**config.mk**
```make
export PLATFORM = sky130hd
export DESIGN_NAME = writeback_unit
export DESIGN_NICKNAME = d
export VERILOG_FILES = /design/src/rtl/writeback_unit.sv
export SDC_FILE = /design/constraint.sdc
export NUM_CORES = 1
export LEC_CHECK = 0
export BUFFER_PORTS_ARGS = -buffer_cell sky130_fd_sc_hd__buf_4
export CORE_ASPECT_RATIO = 1.2
export CORE_UTILIZATION = 45
export DETAILED_ROUTE_END_ITERATION = 16
export HOLD_SLACK_MARGIN = 0.12
export PLACE_DENSITY = 0.89
export SYNTH_ARGS = -nofsm -noshare
export SYNTH_HDL_FRONTEND = slang
export SYNTH_SLANG_ARGS = --single-unit
```
**constraint.sdc**
```tcl
create_clock -name clk -period 6.1 [get_ports clk]
set_input_delay 0.61 -clock clk [delete_from_list [all_inputs] [get_ports clk]]
set_output_delay 0.61 -clock clk [all_outputs]
set_load 0.005 [all_outputs]
```
**src/rtl/writeback_unit.sv**
```systemverilog
// writeback_unit
//   Final pipeline stage. It takes one instruction at a time and produces a
//   registered register-file write. ALU-style results (sources 1..NUM_SRC-1)
//   retire one cycle after accept. Loads (source 0) retire one cycle after
//   the memory response arrives, and may stall in WAIT_MEM until it does.
//
// Ports
//   clk, rst_n          clock (rising edge), async active-low reset
//   flush               drop the offered or pending instruction
//   in_valid/in_ready   instruction handshake; ready only in IDLE
//   in_wb_en, in_rd     write enable and destination register
//   in_wb_sel           result source (0 = memory)
//   in_src_data         flattened sources, slot k = [k*XLEN +: XLEN]
//   in_ld_size/unsigned/byte_off  load formatting controls
//   mem_rsp_valid/data  memory response (raw aligned word)
//   rf_we/waddr/wdata   registered register-file write port
//   busy                high while waiting on memory
//   spurious_rsp        sticky flag for an unexpected memory response
//   wb_count            count of retired register writes (wraps)
module writeback_unit #(
  parameter int XLEN    = 32,
  parameter int NUM_SRC = 4,
  parameter int RA_W    = 5,
  localparam int SEL_W  = $clog2(NUM_SRC),
  localparam int OFF_W  = $clog2(XLEN/8)
) (
  input  logic                    clk,
  input  logic                    rst_n,
  input  logic                    flush,
  input  logic                    in_valid,
  output logic                    in_ready,
  input  logic                    in_wb_en,
  input  logic [RA_W-1:0]         in_rd,
  input  logic [SEL_W-1:0]        in_wb_sel,
  input  logic [NUM_SRC*XLEN-1:0] in_src_data,
  input  logic [1:0]              in_ld_size,
  input  logic                    in_ld_unsigned,
  input  logic [OFF_W-1:0]        in_byte_off,
  input  logic                    mem_rsp_valid,
  input  logic [XLEN-1:0]         mem_rsp_data,
  output logic                    rf_we,
  output logic [RA_W-1:0]         rf_waddr,
  output logic [XLEN-1:0]         rf_wdata,
  output logic                    busy,
  output logic                    spurious_rsp,
  output logic [31:0]             wb_count
);

  typedef enum logic {IDLE, WAIT_MEM} state_t;

  state_t state, state_nxt;

  // Load fields captured when a load has to wait for its response
  logic [RA_W-1:0]  lat_rd;
  logic [1:0]       lat_size;
  logic             lat_uns;
  logic [OFF_W-1:0] lat_off;

  logic             accept, is_load, lat_load, spur_set;
  logic             we_nxt, upd_nxt;
  logic [RA_W-1:0]  waddr_nxt;
  logic [XLEN-1:0]  wdata_nxt, src_sel, ld_data;
  logic [1:0]       fmt_size;
  logic             fmt_uns;
  logic [OFF_W-1:0] fmt_off;

  // Slot 0 is the memory position and carries no data on this bus
  logic [XLEN-1:0] unused_slot0;
  assign unused_slot0 = in_src_data[XLEN-1:0];

  assign in_ready = (state == IDLE);
  assign busy     = (state == WAIT_MEM);
  assign accept   = in_valid && in_ready && !flush;
  assign is_load  = (in_wb_sel == '0) && in_wb_en;

  // Shift the response down to the addressed byte, keep the access width,
  // then sign- or zero-extend. Size 3 keeps the full word, which on a 32-bit
  // datapath is the same as size 2.
  function automatic logic [XLEN-1:0] ld_fmt(
    input logic [XLEN-1:0]  raw,
    input logic [1:0]       size,
    input logic             uns,
    input logic [OFF_W-1:0] off
  );
    logic [XLEN-1:0] sh, mask;
    logic            sb;
    sh = raw >> {off, 3'b000};
    case (size)
      2'd0:    begin mask = XLEN'(8'hFF);         sb = sh[7];      end
      2'd1:    begin mask = XLEN'(16'hFFFF);      sb = sh[15];     end
      2'd2:    begin mask = XLEN'(32'hFFFF_FFFF); sb = sh[31];     end
      default: begin mask = '1;                   sb = sh[XLEN-1]; end
    endcase
    if (uns || !sb) ld_fmt = sh & mask;
    else            ld_fmt = (sh & mask) | ~mask;
  endfunction

  // One formatter serves both the same-cycle and the delayed load
  assign fmt_size = in_ready ? in_ld_size     : lat_size;
  assign fmt_uns  = in_ready ? in_ld_unsigned : lat_uns;
  assign fmt_off  = in_ready ? in_byte_off    : lat_off;
  assign ld_data  = ld_fmt(mem_rsp_data, fmt_size, fmt_uns, fmt_off);

  // Out-of-range selects fall through to zero
  always_comb begin
    src_sel = '0;
    for (int k = 1; k < NUM_SRC; k++)
      if (in_wb_sel == SEL_W'(k)) src_sel = in_src_data[k*XLEN +: XLEN];
  end

  always_ff @(posedge clk or negedge rst_n) begin
    if (!rst_n) state <= IDLE;
    else        state <= state_nxt;
  end

  always_comb begin
    state_nxt = state;
    we_nxt    = 1'b0;
    upd_nxt   = 1'b0;
    waddr_nxt = in_rd;
    wdata_nxt = src_sel;
    lat_load  = 1'b0;
    spur_set  = 1'b0;
    case (state)
      IDLE: begin
        if (accept) begin
          if (is_load && !mem_rsp_valid) begin
            state_nxt = WAIT_MEM;
            lat_load  = 1'b1;
          end else begin
            we_nxt    = in_wb_en && (in_rd != '0);
            wdata_nxt = is_load ? ld_data : src_sel;
          end
        end
        // A response is only expected by a load being accepted right now
        if (mem_rsp_valid && !(accept && is_load)) spur_set = 1'b1;
      end
      WAIT_MEM: begin
        if (flush) begin
          state_nxt = IDLE;
        end else if (mem_rsp_valid) begin
          state_nxt = IDLE;
          we_nxt    = (lat_rd != '0);
          waddr_nxt = lat_rd;
          wdata_nxt = ld_data;
        end
      end
      default: state_nxt = IDLE;
    endcase
    upd_nxt = we_nxt;
  end

  always_ff @(posedge clk or negedge rst_n) begin
    if (!rst_n) begin
      lat_rd   <= '0;
      lat_size <= '0;
      lat_uns  <= 1'b0;
      lat_off  <= '0;
    end else if (lat_load) begin
      lat_rd   <= in_rd;
      lat_size <= in_ld_size;
      lat_uns  <= in_ld_unsigned;
      lat_off  <= in_byte_off;
    end
  end

  // wb_count advances on the same edge that raises rf_we, so the two are
  // always consistent when observed together.
  always_ff @(posedge clk or negedge rst_n) begin
    if (!rst_n) begin
      rf_we        <= 1'b0;
      rf_waddr     <= '0;
      rf_wdata     <= '0;
      spurious_rsp <= 1'b0;
      wb_count     <= '0;
    end else begin
      rf_we    <= we_nxt;
      wb_count <= wb_count + 32'(we_nxt);
      if (upd_nxt) begin
        rf_waddr <= waddr_nxt;
        rf_wdata <= wdata_nxt;
      end
      if (spur_set) spurious_rsp <= 1'b1;
    end
  end

endmodule
```
==> flow_summary.toml <==
[timing]
fin_crit_sh = 0.745
finalSetupTns_ps = 0
rsz0062_at_grt = "no"
finalHoldViolations = 0
tightest_slew_ps = 1080
clock-skew-final_ps = 5.06
setup_violations = 0
max_freq_mhz = 220
drv_slew = 0
slew_headroom = 0.267
period_minus_slack_ps = 4550

[yosys]
synth_warnings = 0
ys_seq_area_frac = 0.403
synth_edf_count = 0
synthTopCellsByArea = "dfrtp_1 (40%), mux2_2 (10%), o21ai_0 (4.2%), mux2i_1 (3.9%), xnor2_1 (3.8%)"
yosys.area.top_type = "dfrtp_1"
synth-seq-cells = 82
synth_nets = 704
syn_area_um2 = 5090
async_reset_ff_frac = 1.00
ys.flop_type = "dfrtp_1"
synth_cells = 524
synth_top_area_share = 0.403
avgSynthCellArea_um2 = 9.71
synth.distinct_cells = 55

[critical_path]
start_kind = "flip-flop"
path_common_cell = "ha_1"
cp_cell_sequence = "nand3b_1 > a32o_1 > inv_2 > ha_1 > ha_1 > nand2_1 > nor4_1 > nand3_1 > xnor2_1"
max_stage_delay_ps = 870
cp.arrival_ps = 4760
end_kind = "flip-flop"
required_ps = 6320
worstSetupPathType = "flip-flop to flip-flop"
critPathTopFamily = "simple AND/OR/NAND/NOR gates"
worstPathMaxFanout = 50
critPathBufInv = 1
slowest_stage = "dfrtp_1"

[run]
maxCapViolations = 0

[outcome]
status = "finished clean"

[global_routing]
antenna_found_initial = 0
grt_use_total = 0.279
grt_max_degree = 83
grt_pass1_vias = 4949
gr-total-overflow = 0
grt_pass1_wl_um = 25400

[die]
num_rows = 42
die_h_um = 118
die_area_um2 = 11700
fp.dieW_um = 99.1
ios = 251
initial_core_util = 0.461
design.core.area_um2 = 11000

[finish]
fin_nets = 899
antenna_cells = 0
area.growth.synth_to_final_pct = 38.7
final_common_cell = "buf_4"
register_area_um2 = 2050
drive_above_1_share = 0.407
multi_input_comb_area_um2 = 2830
final_cell_mix = "buf_4 (222), dfrtp_1 (82), mux2_2 (46), o21ai_0 (42), nand2_1 (41)"
fill_cells = 940

[clocking]
root_buffer = "clkbuf_16"
cts-hold-fix-buffers = 0
cts_tree = "built"
numCtsBuffers = 9
cts_resized = 0
h-tree-depth = 3
cts_setup_buffers = 0
clock_latency_ps = 340
clk_pin_slew_worst_paths_ps = 60
clkSinkCount = 82
clock_path_buffers = 2

[route]
viasPerCell = 6.02
routed_wl_um = 16300
via_count = 5143
wl_per_cell_um = 19.1
ant_nets = 0
first_pass_iters = 5
drc = 0
drtIter0Drc = 297

[worst_hold_path]
min_path_type = "input pin to async pin"

[placement]
port_buffers = 218
post-dp-hpwl_um = 12300
gp_congestion = 0.848

[pwr]
ir_drop_v = 0.000160
p_total_mw = 1.70
leakage_nw = 3.29
cellPowerDensity_nw_per_um2 = 240
[routing by layer]
metal  part of all wire  vias up  track usage
li1                   -     2370            -
met1               0.38     2473        0.326
met2               0.50      252        0.482
met3              0.078       48       0.0645
met4              0.041        0        0.128
met5                  0        -            0
[where the power goes]
part / internal (mW) / total [mW] / switching [mW]
logic: 0.239 / 0.426 / 0.187
clock network: 0.357 / 0.579 / 0.222
registers: 0.626 / 0.691 / 0.0650
[worst paths after layout]
kind                                from           end  slack [ps]  cells after the start
max                                 busy  wb_count[28]        1550                      9
min                                rst_n  wb_count[18]         450                      1
max reg2reg                         busy  wb_count[28]        1550                      9
min reg2reg                 wb_count[31]  wb_count[31]         490                      1
max in group asynchronous          rst_n   rf_wdata[3]        4960                      1
min in group clk           mem_rsp_valid          busy         470                      2
[sequential cells by signal (all words and copies together), names as in the netlist]
register      count
rf_wdata         32
wb_count         32
spurious_rsp      1
lat_uns           1
rf_waddr          5
lat_off           2
lat_size          2
busy              1
rf_we             1
lat_rd            5
[worst register-to-register path, stage by stage (launching register included)]
cell and delay [ps]:
dfrtp_1 870, nand3b_1 570, a32o_1 420, inv_2 570, ha_1 400, ha_1 300, nand2_1 130, nor4_1 810
nand3_1 190, xnor2_1 180
[synth_stat cells, types with 10 or more instances]
| cell type | instances |
|---|---|
| o21ai_0 | 43 |
| nand3_1 | 15 |
| buf_2 | 14 |
| a21oi_1 | 30 |
| nand2_1 | 41 |
| a22oi_1 | 21 |
| xnor2_1 | 22 |
| nor2_1 | 24 |
| o221ai_1 | 11 |
| mux2i_1 | 20 |
| dfrtp_1 | 82 |
| mux2_2 | 46 |
| clkbuf_1 | 12 |
| nor3_1 | 11 |
| a221o_1 | 10 |
[layout make-up]
| cell class | count | area share |
|---|---|---|
| Multi-Input combinational cell | 398 | 0.402 |
| Sequential cell | 82 | 0.291 |
| Clock inverter | 6 | 0.0128 |
| Timing Repair Buffer | 222 | 0.236 |
| Tap cell | 132 | 0.0234 |
| Inverter | 6 | 0.00319 |
| Clock buffer | 9 | 0.0319 |
[through the flow]
stage	area (um2)	setup WS, ps	std cells	hold WS (ps)	util
2_1_floorplan	5090	2860	524	314	-
3_3_place_gp	6740	1850	840	466	0.611
3_5_place_dp	6740	1670	840	477	0.611
4_1_cts	7060	1610	855	462	0.639
5_1_grt	7060	1110	855	469	0.639
6_report	7060	1550	855	449	0.639
[cells by family after synthesis]
logic type / after synthesis / share of synthesized area
compound gates: 171 / 0.228
simple gates: 129 / 0.126
flops: 82 / 0.403
mux: 66 / 0.141
buf+inv: 44 / 0.0455
xor+xnor: 30 / 0.0516
fa+ha+maj: 2 / 0.00492
No activity file was read; power rests on OpenSTA's default activity.
